==> src/rtl/uart_pkg.sv <==
// Shared definitions for the UART TX arbitration path: byte width and the
// arbiter state encoding.
package uart_pkg;

    localparam int BYTE_W = 8;

    typedef enum logic {
        IDLE = 1'b0,
        SEND = 1'b1
    } arb_state_e;

endpackage

==> src/rtl/uart_rr_pick.sv <==
// Combinational round-robin priority encoder: the winner is the first set
// request found searching upward from ptr_i+1, wrapping around.
module uart_rr_pick #(
    parameter int N  = 4,
    parameter int PW = (N > 1) ? $clog2(N) : 1
) (
    input  logic [N-1:0]  req_i,
    input  logic [PW-1:0] ptr_i,
    output logic [N-1:0]  winner_o,
    output logic          any_o
);

    logic          found;
    logic [PW-1:0] idx;

    // NOTE: every signal written in always_comb gets a default first so no
    // path leaves it unassigned, which would infer a latch.
    always_comb begin
        winner_o = '0;
        found    = 1'b0;
        idx      = '0;
        for (int i = 1; i <= N; i++) begin
            idx = PW'((int'(ptr_i) + i) % N);
            if (!found && req_i[idx]) begin
                winner_o[idx] = 1'b1;
                found         = 1'b1;
            end
        end
    end

    assign any_o = |req_i;

endmodule

==> src/rtl/uart_tx_arb.sv <==
// Packet-wise round-robin arbiter sharing one UART transmitter between
// N_REQ requesters, with a forced release after MAX_BURST bytes.
module uart_tx_arb
    import uart_pkg::*;
#(
    parameter int N_REQ     = 4,
    parameter int MAX_BURST = 16
) (
    input  logic                      clk_i,
    input  logic                      rst_i,
    input  logic [N_REQ-1:0]          req_i,
    input  logic [N_REQ*BYTE_W-1:0]   data_i,
    input  logic [N_REQ-1:0]          last_i,
    output logic [N_REQ-1:0]          gnt_o,
    output logic [N_REQ-1:0]          ack_o,
    output logic [BYTE_W-1:0]         tx_data_o,
    output logic                      tx_valid_o,
    input  logic                      tx_ready_i
);

    localparam int         PTR_W     = $clog2(N_REQ);
    localparam logic [7:0] BURST_MAX = 8'(MAX_BURST);

    arb_state_e        state_q, state_d;
    logic [N_REQ-1:0]  gnt_q, gnt_d;
    logic [PTR_W-1:0]  idx_q, idx_d;
    logic [PTR_W-1:0]  ptr_q, ptr_d;
    logic [7:0]        burst_q, burst_d;

    logic [N_REQ-1:0]  pick;
    logic              pick_any;
    logic [PTR_W-1:0]  pick_idx;
    logic [BYTE_W-1:0] sel_data;
    logic              sel_req;
    logic              sel_last;
    logic              accept;
    logic              burst_done;

    uart_rr_pick #(
        .N  (N_REQ),
        .PW (PTR_W)
    ) u_pick (
        .req_i    (req_i),
        .ptr_i    (ptr_q),
        .winner_o (pick),
        .any_o    (pick_any)
    );

    always_comb begin
        pick_idx = '0;
        for (int k = 0; k < N_REQ; k++) begin
            if (pick[k]) pick_idx = PTR_W'(k);
        end
    end

    always_comb begin
        sel_data = '0;
        for (int k = 0; k < N_REQ; k++) begin
            if (idx_q == PTR_W'(k)) sel_data = data_i[k*BYTE_W +: BYTE_W];
        end
    end

    // Outputs are combinational from the registered grant so a byte can be
    // accepted in the very first granted cycle.
    assign sel_req    = req_i[idx_q];
    assign sel_last   = last_i[idx_q];
    assign tx_valid_o = (state_q == SEND) && sel_req;
    assign tx_data_o  = (state_q == SEND) ? sel_data : '0;
    assign accept     = tx_valid_o && tx_ready_i;
    assign ack_o      = accept ? gnt_q : '0;
    assign gnt_o      = gnt_q;
    assign burst_done = (burst_q + 8'd1) == BURST_MAX;

    always_comb begin
        state_d = state_q;
        gnt_d   = gnt_q;
        idx_d   = idx_q;
        ptr_d   = ptr_q;
        burst_d = burst_q;
        case (state_q)
            IDLE: begin
                if (pick_any) begin
                    gnt_d   = pick;
                    idx_d   = pick_idx;
                    burst_d = '0;
                    state_d = SEND;
                end
            end
            SEND: begin
                // Release on packet end, burst limit, or an abandoned request;
                // the releasing index becomes lowest priority next time.
                if ((accept && (sel_last || burst_done)) || (!accept && !sel_req)) begin
                    gnt_d   = '0;
                    ptr_d   = idx_q;
                    burst_d = '0;
                    state_d = IDLE;
                end else if (accept) begin
                    burst_d = burst_q + 8'd1;
                end
            end
            default: state_d = IDLE;
        endcase
    end

    // NOTE: sequential state uses non-blocking assignments so every flop
    // samples the pre-edge values regardless of statement order.
    always_ff @(posedge clk_i) begin
        if (rst_i) begin
            state_q <= IDLE;
            gnt_q   <= '0;
            idx_q   <= '0;
            ptr_q   <= PTR_W'(N_REQ - 1);
            burst_q <= '0;
        end else begin
            state_q <= state_d;
            gnt_q   <= gnt_d;
            idx_q   <= idx_d;
            ptr_q   <= ptr_d;
            burst_q <= burst_d;
        end
    end

endmodule

==> config.mk <==
export PLATFORM = sky130hd
export DESIGN_NAME = uart_tx_arb
export DESIGN_NICKNAME = d
export VERILOG_FILES = /design/src/rtl/uart_pkg.sv /design/src/rtl/uart_rr_pick.sv /design/src/rtl/uart_tx_arb.sv
export SDC_FILE = /design/constraint.sdc
export NUM_CORES = 1
export LEC_CHECK = 0
export ABC_CLOCK_PERIOD_IN_PS = 2990
export CAP_MARGIN = 20
export CORE_UTILIZATION = 25
export CTS_BUF_LIST = sky130_fd_sc_hd__clkbuf_8
export CTS_CLUSTER_SIZE = 14
export DETAILED_ROUTE_END_ITERATION = 8
export HOLD_SLACK_MARGIN = 0.06
export SLEW_MARGIN = 20
export SYNTH_ARGS = -nofsm -noshare
export SYNTH_HDL_FRONTEND = slang
export SYNTH_HIERARCHICAL = 1
export SYNTH_SLANG_ARGS = --single-unit
==> constraint.sdc <==
create_clock -name clk_i -period 2.99 [get_ports clk_i]
set_input_delay 0.598 -clock clk_i [delete_from_list [all_inputs] [get_ports clk_i]]
set_output_delay 0.598 -clock clk_i [all_outputs]
set_load 0.01 [all_outputs]
Word-level counts from Yosys, hierarchy flattened. Cells that the tools add are included.

Add/sub/neg operators: 5. Order comparisons: 9. Equal/unequal tests: 7. Multiplexer cells: 46. Bitwise gates (word level): 4. Reductions and logical operators: 24.

Operators by type and width (number): $mux W8 (8); $mux W4 (7); $mux W1 (16); $pmux W8 S2 (1); $lt A2 B3 Y1 const B (5); $bmux W1 S2 (6); $or A4 B4 Y4 (3); $logic_and A1 B1 Y1 (11); $add A8 B1 Y8 const B (1); $demux W1 S2 (4); $eq A8 B5 Y1 const B (1); $ge A2 B1 Y1 const B (4); $pmux W4 S2 (1); $reduce_and A2 Y1 (4); $logic_not A1 Y1 (5); $add A2 B1 Y2 const B (2); $add A2 B2 Y2 const B (2); $eq A2 B2 Y1 const B (2); $mux W2 (2); $reduce_or A4 Y1 (1); $ne A3 B1 Y1 const B (1); $eq A2 B1 Y1 const B (1); $logic_not A2 Y1 (1); $logic_or A1 B1 Y1 (2); 4 further kinds (4).

Register bits: 17.

Longest topological paths before layout. Gate-level depths: netlist of the first run.

Word-level depth: 16. Gate-level depth with buffers: 11.

Cells and area by module. The synthesis of the first run kept the hierarchy.

Modules (own cells, without submodules): uart_tx_arb (times used 1, cells each 134, area an instance 1203.7 um^2, seq. area each 340.3 um^2); uart_rr_pick (times used 1, cells each 39, area an instance 365.4 um^2, seq. area each 0.0 um^2).

Worst setup path before layout of the first run. OpenSTA, ideal clock, no wires.

Path kind: reg2reg. Start: register ptr_q[0]. End: register idx_q[0]. Arrival: 2373 ps. Setup slack: 490 ps. Cell stages (with the launch flop): 10. Clock period less this slack: 2500 ps. Cells stage by stage: dfxtp_1 inv_1 ha_1 mux4_1 nor4b_4 nand2_1 o211ai_1 o21ai_0 o22ai_1 nor2_1.

Elaborated cells between the ends (all ways): 51. Those cells by class: add/sub: 4; order compare: 8; mux: 26; bitwise: 3; reduce/logical: 10.

RTL lines: start, declared (RTL line uart_tx_arb.sv:27) `logic [PTR_W-1:0] ptr_q, ptr_d;`; start signal, assigned (RTL line uart_tx_arb.sv:112) `ptr_q <= PTR_W'(N_REQ - 1);`; start signal, assigned (RTL line uart_tx_arb.sv:118) `ptr_q <= ptr_d;`; branches (longest 12 deep; another with $lt A2 B3 Y1); $mux W4 (*) (RTL line uart_rr_pick.sv:24) `if (!found && req_i[idx]) begin`; named net pick[2] (RTL line uart_tx_arb.sv:30) `logic [N_REQ-1:0] pick;`; $mux W2 (*) (2 in a row) (RTL line uart_tx_arb.sv:52) `if (pick[k]) pick_idx = PTR_W'(k);`; end signal, assigned (RTL line uart_tx_arb.sv:117) `idx_q <= idx_d;`; end, declared (RTL line uart_tx_arb.sv:26) `logic [PTR_W-1:0] idx_q, idx_d;`.

Mark *: on every way through the listed nets, which the timed path passes. The select of a mux whose other input is x is not followed. A chain may end at the register's enable or synchronous reset.

Final worst setup path of the first run.
Start: input port req_i[3]. End: output port tx_valid_o.

Cells in the longest elaborated chain, start to end: 3.

Ends and longest elaborated chain: start, declared (RTL line uart_tx_arb.sv:11) `input logic [N_REQ-1:0] req_i,`; $bmux W1 S2 (RTL line uart_tx_arb.sv:65) `assign sel_req = req_i[idx_q];`; $mux W1 (implied by the code) (RTL line uart_tx_arb.sv:65); $logic_and A1 B1 Y1 (RTL line uart_tx_arb.sv:67) `assign tx_valid_o = (state_q == SEND) && sel_req;`; end, declared (RTL line uart_tx_arb.sv:17) `output logic tx_valid_o,`.

Every way passes these cells. The select of a mux whose other input is x is not followed.

==> results of run 1 <==
-- logic make-up after synthesis --
kind of cell	synth area share (%)
mux	22.7
buf+inv	5.58
compound gates	21.1
flops	21.7
fa+ha+maj	7.18
simple gates	21.7
-- layout by cell type (no fill, tap or decap), types with 2 or more instances in the layout --
master | synthesis | layout
o22ai_1 | 3 | 3
and2_1 | 8 | 8
o211ai_1 | 5 | 5
ha_1 | 9 | 9
mux4_2 | 11 | 11
clkdlybuf4s50_1 | 0 | 55
mux4_1 | 3 | 3
nand3b_1 | 2 | 2
o21ai_0 | 2 | 2
nand3_1 | 4 | 4
mux2i_1 | 3 | 3
dfxtp_1 | 17 | 17
nand4b_1 | 2 | 2
clkbuf_8 | 0 | 3
nor3b_1 | 4 | 4
and3_1 | 9 | 9
nand2_1 | 12 | 12
nor2_1 | 12 | 12
nor2b_1 | 3 | 3
a31oi_1 | 6 | 6
dlymetal6s2s_1 | 0 | 3
a21oi_1 | 19 | 19
a211oi_1 | 6 | 6
buf_4 | 0 | 14
o2111ai_1 | 2 | 2
a22oi_1 | 2 | 2
inv_1 | 11 | 11
-- flip-flops by register name (all words and copies together), names as in the netlist --
signal / count
burst_q: 8
gnt_o: 4
idx_q: 2
ptr_q: 2
state_q: 1
-- per-stage QoR --
stage / hold WS (ps) / setup TNS [ps] / cell area, um2 / power (mW) / worst slack (ps)
floorplan: 468 / 0 / 1570 / 0.614 / 490
global placement: 507 / -17.3 / 2310 / 0.809 / -4.78
detailed placement: 509 / -174 / 2310 / 0.817 / -51.5
CTS: 519 / 0 / 2360 / 0.996 / 7.82
global route: 562 / 0 / 2360 / 1.06 / 12.8
finish: 521 / 0 / 2360 / 0.986 / 77.8
-- worst max-delay path: stages --
cell             delay (ps)
clkdlybuf4s50_1         430
mux4_2                  510
nand2_2                 100
inv_2                    80
buf_4                   130
clkdlybuf4s50_1         460
-- power groups by stage --
stage	logic, mW	clock network (mW)	registers, mW
after floorplan	0.336	0	0.278
after global placement	0.535	0	0.274
after detailed placement	0.542	0	0.275
after CTS	0.546	0.181	0.270
after global routing	0.595	0.188	0.272
final	0.541	0.176	0.269
-- area by class of cell --
type | instances | area [um2] | area share (%)
Tap cell | 75 | 93.8 | 3.97
Sequential cell | 17 | 340 | 14.4
Timing Repair Buffer | 73 | 702 | 29.7
Inverter | 11 | 41.3 | 1.75
Clock buffer | 3 | 41.3 | 1.75
Multi-Input combinational cell | 135 | 1140 | 48.3
Clock inverter | 1 | 3.75 | 0.159
-- timing repair --
item / in CTS / in global routing
endpoints found under the hold margin: 0 / 0
endpoints found under the setup margin: 4 / 3
gates resized for setup: 2 / 3
-- worst max path at each step --
stage,endpoint,slack (ps)
after floorplan,idx_q[0]$_SDFFE_PP0P_,490
after global placement,ack_o[0],-5
after detailed placement,ack_o[2],-50
after CTS,ack_o[0],8
after global routing,tx_valid_o,10
final,tx_valid_o,80
-- routing by layer --
layer / wire (um) / track usage [%] / up-vias
met1: 2110 / 17.7 / 745
li1: - / - / 797
met4: 21 / 3.21 / 0
met2: 2020 / 23.8 / 67
met5: 0 / 0 / -
met3: 404 / 3.03 / 4
-- cells in the mapped netlist --
| cell | n | area (um2) |
|---|---|---|
| o2111ai_1 | 2 | 17.5 |
| a31oi_1 | 6 | 37.5 |
| mux4_1 | 3 | 78.8 |
| buf_2 | 1 | 5.00 |
| nand3b_1 | 2 | 15.0 |
| and2_1 | 8 | 50.1 |
| a211oi_1 | 6 | 45.0 |
| o211ai_1 | 5 | 37.5 |
| nand4b_1 | 2 | 17.5 |
| a32o_1 | 1 | 10.0 |
| clkbuf_1 | 5 | 18.8 |
| a2111oi_4 | 1 | 27.5 |
| nor2b_1 | 3 | 18.8 |
| nor4b_4 | 1 | 23.8 |
| mux2i_1 | 3 | 30.0 |
| buf_6 | 1 | 11.3 |
| o21ai_0 | 2 | 10.0 |
| ha_1 | 9 | 113 |
| inv_1 | 11 | 41.3 |
| nor3_1 | 1 | 5.00 |
| a21oi_1 | 19 | 95.1 |
| a311oi_1 | 1 | 8.76 |
| buf_1 | 3 | 11.3 |
| a22oi_1 | 2 | 15.0 |
| nand3_1 | 4 | 20.0 |
| or4_1 | 1 | 7.51 |
| dfxtp_1 | 17 | 340 |
| nand2_2 | 1 | 6.26 |
| nand2_1 | 12 | 45.0 |
| nor2_1 | 12 | 45.0 |
| and3_1 | 9 | 56.3 |
| nor3b_1 | 4 | 30.0 |
| mux4_2 | 11 | 248 |
| o22ai_1 | 3 | 18.8 |
| a41oi_1 | 1 | 8.76 |
==> impl_metrics.env, run 1 <==
export IMPL_cp_start_kind="input port"
export IMPL_irDropWorstVdd_mv=0.167
export IMPL_synth_distinct_cells=35
export IMPL_crit_arrival_ps=2310
export IMPL_clockPowerShare_pct=17.9
export IMPL_post_cts_setup_buffers=0
export IMPL_finalSetupViolCount=0
export IMPL_layout_cells_non_filler=315
export IMPL_cts_max_level=1
export IMPL_cts_root_buf="clkbuf_8"
export IMPL_holdBufCountCts=0
export IMPL_avgSynthCellArea_um2=9.07
export IMPL_crit_start="req_i[3]"
export IMPL_cts_sinks=17
export IMPL_gp_congestion=0.771
export IMPL_fin_skew_ps=4.13
export IMPL_antenna_found_initial=0
export IMPL_crit_path_end_kind="output port"
export IMPL_min_period_ps=2910
export IMPL_drive_gt1_share_pct=13.3
export IMPL_rsz0062_at_grt="no"
export IMPL_status="completed"
export IMPL_p_int_mw=0.627
export IMPL_initial_core_util_pct=26.2
export IMPL_leakage_nw=0.942
export IMPL_r2r_slack_ps=490
export IMPL_syn2layout_area_growth_pct=50.6
export IMPL_power_density_nw_per_um2=417
export IMPL_post_dp_hpwl_mm=3.51
export IMPL_clk_pin_slew_ps=70
export IMPL_worstSkewPairLatency_ps=260
export IMPL_core_um2=5990
export IMPL_n_fill_cell=600
export IMPL_cts_tree="built"
export IMPL_nNetsFinal=293
export IMPL_antenna_cells=0
export IMPL_synthCells=173
export IMPL_hold_viol_final=0
export IMPL_grt_pass1_vias=1491
export IMPL_num_rows=28
export IMPL_min_period_over_period_pct=97.4
export IMPL_hp_start="burst_q[7]$_SDFFE_PP0P_"
export IMPL_drc=0
export IMPL_synth_nets=225
export IMPL_worst_ep_required_time_ps=2390
export IMPL_ys_warnings_count=6
export IMPL_syn_area_um2=1570
export IMPL_holdCritPathClass="flop to flop"
export IMPL_fp_dieW_um=81.2
export IMPL_seq_power_share_pct=27.3
export IMPL_vias_per_cell=5.12
export IMPL_routed_wl_mm=4.55
export IMPL_pwr_share_comb_pct=54.9
export IMPL_hold_end="burst_q[7]$_SDFFE_PP0P_"
export IMPL_hold_depth=2
export IMPL_drtIter0Drc=61
export IMPL_via_count=1613
export IMPL_p_switching_mw=0.359
export IMPL_rr_endpoint="gnt_o[3]$_SDFFE_PP0P_"
export IMPL_slew_headroom_pct=45.7
export IMPL_ios=60
export IMPL_clockBufferDepth=2
export IMPL_max_freq_ghz=0.343
export IMPL_drv_slew=0
export IMPL_ff2ff_path_depth=8
export IMPL_dr_pass1_iters=4
export IMPL_dp_cells=311
export IMPL_grt_total_usage_pct=13.9
export IMPL_drtAntennaViolNets=0
export IMPL_grt_max_degree=19
export IMPL_swShare_pct=36.4
export IMPL_rr_startpoint="ptr_q[0]$_SDFFE_PP1P_"
export IMPL_tightest_slew_ps=813
export IMPL_avgRoutedWirePerCell_um=14.5
export IMPL_critPathKind="input port to output port"
export IMPL_ys_ff_latch=17
export IMPL_overflow=0
export IMPL_die_area_um2=6600
export IMPL_io_buffer_count=59
export IMPL_maxCapViolations=0
export IMPL_cp_max_fo=6
export IMPL_cts_buffers=3
export IMPL_die_y_um=81.2
export IMPL_final_util_pct=39.5
export IMPL_grt_pass1_wl_mm=7.09
export IMPL_yosysSeqAreaShare_pct=21.7
No activity file was read; power rests on OpenSTA's default activity.
==> run 2: changes to the inputs <==
Settings changed: CORE_ASPECT_RATIO from default to 1.1.
==> impl_metrics.env, run 2 (synthesis gave the netlist of run 1 again) <==
export IMPL_grt_pass1_wl_mm=7.50
export IMPL_holdCritPathClass="flop to flop"
export IMPL_hold_viol_final=0
export IMPL_drtIter0Drc=28
export IMPL_p_switching_mw=0.358
export IMPL_crit_top_cell="clkdlybuf4s50_1"
export IMPL_max_freq_ghz=0.341
export IMPL_avgRoutedWirePerCell_um=14.4
export IMPL_crit_arrival_ps=2330
export IMPL_grt_pass1_vias=1595
export IMPL_regMostFlops="burst_q"
export IMPL_cts_root_buf="clkbuf_8"
export IMPL_antenna_found_initial=0
export IMPL_clockPowerShare_pct=18.3
export IMPL_num_rows=29
export IMPL_maxCapViolations=0
export IMPL_syn2layout_area_growth_pct=49.7
export IMPL_drive_gt1_share_pct=13.4
export IMPL_setup_ws_ps=58.4
export IMPL_swShare_pct=36.4
export IMPL_tightest_slew_ps=744
export IMPL_cpMaxStageDelayCell="mux4_2"
export IMPL_min_period_ps=2930
export IMPL_grt_total_usage_pct=14.2
export IMPL_fin_skew_ps=4.36
export IMPL_preCtsSetupSlack_ps=-26.7
export IMPL_worstSkewPairLatency_ps=260
export IMPL_path_buf_inv=4
export IMPL_critPathKind="input port to output port"
export IMPL_holdBufCountCts=0
export IMPL_final_cell_mix="clkdlybuf4s50_1, a21oi_1, dfxtp_1, buf_4"
export IMPL_cts_sinks=17
export IMPL_clk_pin_slew_ps=70
export IMPL_antenna_cells=0
export IMPL_pwr_share_comb_pct=54.4
export IMPL_status="completed"
export IMPL_clockBufferDepth=2
export IMPL_post_dp_hpwl_mm=3.48
export IMPL_path_cells="clkdlybuf4s50_1 -> mux4_2 -> nand2_2 -> inv_2 -> buf_4 -> clkdlybuf4s50_1"
export IMPL_largest_reg_flops=8
export IMPL_layout_cells_non_filler=316
export IMPL_die_y_um=85.1
export IMPL_cts_max_level=1
export IMPL_drc=0
export IMPL_irDropWorstVdd_mv=0.168
export IMPL_die_area_um2=6600
export IMPL_io_buffer_count=59
export IMPL_leakage_nw=0.893
export IMPL_drv_slew=0
export IMPL_core_um2=5910
export IMPL_overflow=0
export IMPL_dp_cells=312
export IMPL_routed_wl_mm=4.56
export IMPL_cts_buffers=3
export IMPL_dr_pass1_iters=4
export IMPL_post_cts_setup_buffers=0
export IMPL_p_int_mw=0.626
export IMPL_crit_family="buffers and inverters"
export IMPL_grt_max_degree=19
export IMPL_seq_power_share_pct=27.3
export IMPL_vias_per_cell=5.21
export IMPL_worst_ep_required_time_ps=2390
export IMPL_finalSetupViolCount=0
export IMPL_rsz0062_at_grt="no"
export IMPL_cp_max_fo=5
export IMPL_slowest_delay_ps=510
export IMPL_gp_congestion=0.809
export IMPL_grt_busiest_layer="met2"
export IMPL_layout_commonest_cell="clkdlybuf4s50_1"
export IMPL_crit_path_end_kind="output port"
export IMPL_grt_met1_usage_pct=17.7
export IMPL_ios=60
export IMPL_drtAntennaViolNets=0
export IMPL_slew_headroom_pct=50.3
export IMPL_initial_core_util_pct=26.5
export IMPL_power_density_nw_per_um2=419
export IMPL_use_met3_pct=2.47
export IMPL_nNetsFinal=292
export IMPL_min_period_over_period_pct=98.0
export IMPL_cp_start_kind="input port"
export IMPL_via_count=1646
export IMPL_power_mw=0.984
export IMPL_grt_met2_usage_pct=24.7
export IMPL_cts_tree="built"
export IMPL_fp_dieW_um=77.5
==> run 2: changes by cell type in the layout (fill, tap and decap cells not counted), sizes merged <==
cell          delta
inv              -1
buf              -1
dlygate4sd2      +3
clkinv           +1
dlymetal6s2s     -3
==> run 2: cell type report <==
type                    count  area [um2]
flip-flops and latches     17         340
well taps                  77        96.3
multi-input cells         135        1140
clock inverters             1        5.00
fillers                   600        3570
repair buffers             72         683
inverters                  11        41.3
clock buffers               3        41.3
==> run 2: path summary, 6_finish.rpt <==
| path | from | end | slack, ps | depth (start not counted) |
|---|---|---|---|---|
| max | req_i[3] | tx_valid_o | 60 | 6 |
| min | burst_q[6]$_SDFFE_PP0P_ | burst_q[6]$_SDFFE_PP0P_ | 520 | 1 |
| max reg2reg | ptr_q[0]$_SDFFE_PP1P_ | gnt_o[3]$_SDFFE_PP0P_ | 500 | 8 |
| min reg2reg | burst_q[6]$_SDFFE_PP0P_ | burst_q[6]$_SDFFE_PP0P_ | 520 | 1 |
==> run 2: power groups by stage <==
stage	combinational [mW]	clock, mW	sequential [mW]
detailed placement	0.536	0	0.274
floorplan	0.336	0	0.278
global placement	0.533	0	0.274
global route	0.589	0.195	0.272
CTS	0.538	0.182	0.269
finish	0.535	0.180	0.268
==> run 2: what timing repair did <==
item                       in CTS  in global routing
setup endpoints to repair       4                  1
gates resized for setup         4                  1
pin swaps                       0                  0
==> run 2: stage by stage <==
step	hold WS (ps)	setup TNS [ps]	util (%)	area (um2)
after floorplan	468	0	-	1570
after global placement	503	0	39.0	2310
after detailed placement	507	-82.6	39.0	2310
after CTS	520	0	39.7	2350
after global routing	577	0	39.7	2350
final	519	0	39.7	2350
==> run 2: routing by layer <==
layer / part of all wire (%) / wire length [um]
met1: 46 / 2100
met2: 45 / 2060
met3: 7.3 / 334
met4: 1.6 / 71
met5: 0 / 0
==> run 3: changes to the inputs <==
Settings changed: CORE_MARGIN from default to 3.
==> impl_metrics.env, run 3 (synthesis gave the netlist of run 1 again) <==
export IMPL_antenna_found_initial=0
export IMPL_core_um2=5910
export IMPL_min_period_over_period_pct=92.6
export IMPL_nNetsFinal=292
export IMPL_crit_arrival_ps=2170
export IMPL_final_util_pct=39.9
export IMPL_leakage_nw=0.952
export IMPL_hold_viol_final=0
export IMPL_num_rows=29
export IMPL_drc=0
export IMPL_max_freq_ghz=0.361
export IMPL_io_buffer_count=59
export IMPL_n_fill_cell=587
export IMPL_power_density_nw_per_um2=416
export IMPL_cp_start_kind="input port"
export IMPL_wl_met1_mm=2.02
export IMPL_regMostFlops="burst_q"
export IMPL_holdCritPathClass="flop to flop"
export IMPL_multi_input_area_um2=1140
export IMPL_critPathKind="input port to output port"
export IMPL_p_switching_mw=0.357
export IMPL_die_area_um2=7260
export IMPL_cts_buffers=3
export IMPL_dr_pass1_iters=4
export IMPL_seq_power_share_pct=27.1
export IMPL_min_period_ps=2770
export IMPL_fp_dieW_um=81.5
export IMPL_cts_tree="built"
export IMPL_antenna_cells=0
export IMPL_via_count=1641
export IMPL_swShare_pct=36.4
export IMPL_rsz0062_at_grt="no"
export IMPL_clockBufferDepth=2
export IMPL_clockPowerShare_pct=18.0
export IMPL_path_cells="clkdlybuf4s50_1 -> mux4_2 -> nand2_2 -> inv_2 -> and3_1 -> dlygate4sd2_1"
export IMPL_seqCellArea_um2=340
export IMPL_initial_core_util_pct=26.5
export IMPL_gp_congestion=0.838
export IMPL_worstSkewPairLatency_ps=250
export IMPL_post_cts_setup_buffers=0
export IMPL_grt_pass1_wl_mm=7.42
export IMPL_maxCapViolations=0
export IMPL_wl_met3_um=433
export IMPL_crit_path_end_kind="output port"
export IMPL_cts_max_level=1
export IMPL_tightest_slew_ps=724
export IMPL_slowest_delay_ps=510
export IMPL_post_dp_hpwl_mm=3.56
export IMPL_vias_per_cell=5.19
export IMPL_cts_sinks=17
export IMPL_layout_commonest_cell="clkdlybuf4s50_1"
export IMPL_irDropWorstVdd_mv=0.208
export IMPL_die_y_um=89.1
export IMPL_power_mw=0.981
export IMPL_status="completed"
export IMPL_slew_headroom_pct=51.6
export IMPL_cts_root_buf="clkbuf_8"
export IMPL_ios=60
export IMPL_worst_ep_required_time_ps=2390
export IMPL_p_int_mw=0.625
export IMPL_pwr_share_comb_pct=55.0
export IMPL_finalSetupViolCount=0
export IMPL_met2_length_mm=2.13
export IMPL_final_cell_mix="clkdlybuf4s50_1, a21oi_1, dfxtp_1, buf_4"
export IMPL_grt_max_degree=19
export IMPL_syn2layout_area_growth_pct=50.5
export IMPL_avgRoutedWirePerCell_um=14.8
export IMPL_fin_skew_ps=1.28
export IMPL_largest_reg_flops=8
export IMPL_r2r_slack_ps=440
export IMPL_routed_wl_mm=4.68
export IMPL_overflow=0
export IMPL_drive_gt1_share_pct=13.0
export IMPL_drtAntennaViolNets=0
export IMPL_grt_total_usage_pct=12.9
export IMPL_drv_slew=0
export IMPL_clk_pin_slew_ps=70
export IMPL_cpMaxStageDelayCell="mux4_2"
export IMPL_top_layer_used="met4"
export IMPL_cp_max_fo=5
export IMPL_drtIter0Drc=124
export IMPL_grt_pass1_vias=1628
-- run 3: cell types whose count changed in the layout (fill, tap and decap cells not counted), sizes merged --
cell           before  now
dlymetal6s2s        0    4
dlygate4sd2         4    1
clkdlybuf4s50      55   54
clkinv              1    0
inv                11   12
-- run 3: path summary, 6_finish.rpt --
kind | cells after the start | to | from
worst max-delay path | 6 | ack_o[3] | req_i[3]
worst min-delay path | 1 | burst_q[6]$_SDFFE_PP0P_ | burst_q[6]$_SDFFE_PP0P_
worst max register to register | 9 | idx_q[0]$_SDFFE_PP0P_ | ptr_q[0]$_SDFFE_PP1P_
worst min register to register | 1 | burst_q[6]$_SDFFE_PP0P_ | burst_q[6]$_SDFFE_PP0P_
-- run 3: worst max-delay path, delay by kind of cell --
family / cells / cell delay (ps)
and+or+nand+nor: 2 / 280
muxes: 1 / 510
buffers and inverters: 3 / 770
-- run 3: area by class of cell --
class / count / share of cell area, %
Clock buffer: 3 / 1.75
Clock inverter: 1 / 0.159
Inverter: 11 / 1.75
Multi-Input combinational cell: 135 / 48.3
Sequential cell: 17 / 14.4
Tap cell: 77 / 4.08
Timing Repair Buffer: 72 / 29.5
-- run 3: power groups by stage --
stage	Combinational (mW)	Sequential, mW	Clock [mW]
finish	0.539	0.266	0.176
global route	0.595	0.269	0.188
CTS	0.547	0.265	0.178
detailed placement	0.543	0.270	0
global placement	0.539	0.271	0
floorplan	0.336	0.278	0
-- run 3: repair_timing --
| action | 4_1_cts | 5_1_grt |
|---|---|---|
| hold buffers | 0 | 0 |
| endpoints found under the setup margin | 5 | 4 |
| resized for setup | 2 | 4 |
-- run 3: routing by layer --
layer | global-route usage [%] | up-vias
li1 | - | 795
met1 | 15.5 | 774
met2 | 22.2 | 64
met3 | 2.62 | 8
met4 | 5.84 | 0
met5 | 0 | -
-- run 3: per-stage QoR --
stage          instances  instance area (um2)  setup TNS [ps]  worst slack (ps)  hold WS, ps
5_1_grt              316                 2360               0               156          561
6_report             316                 2360               0               221          527
3_5_place_dp         312                 2310            -172             -49.3          502
3_3_place_gp         312                 2310            -102             -26.5          502
4_1_cts              316                 2350               0              6.45          515
2_1_floorplan        173                 1570               0               490          468
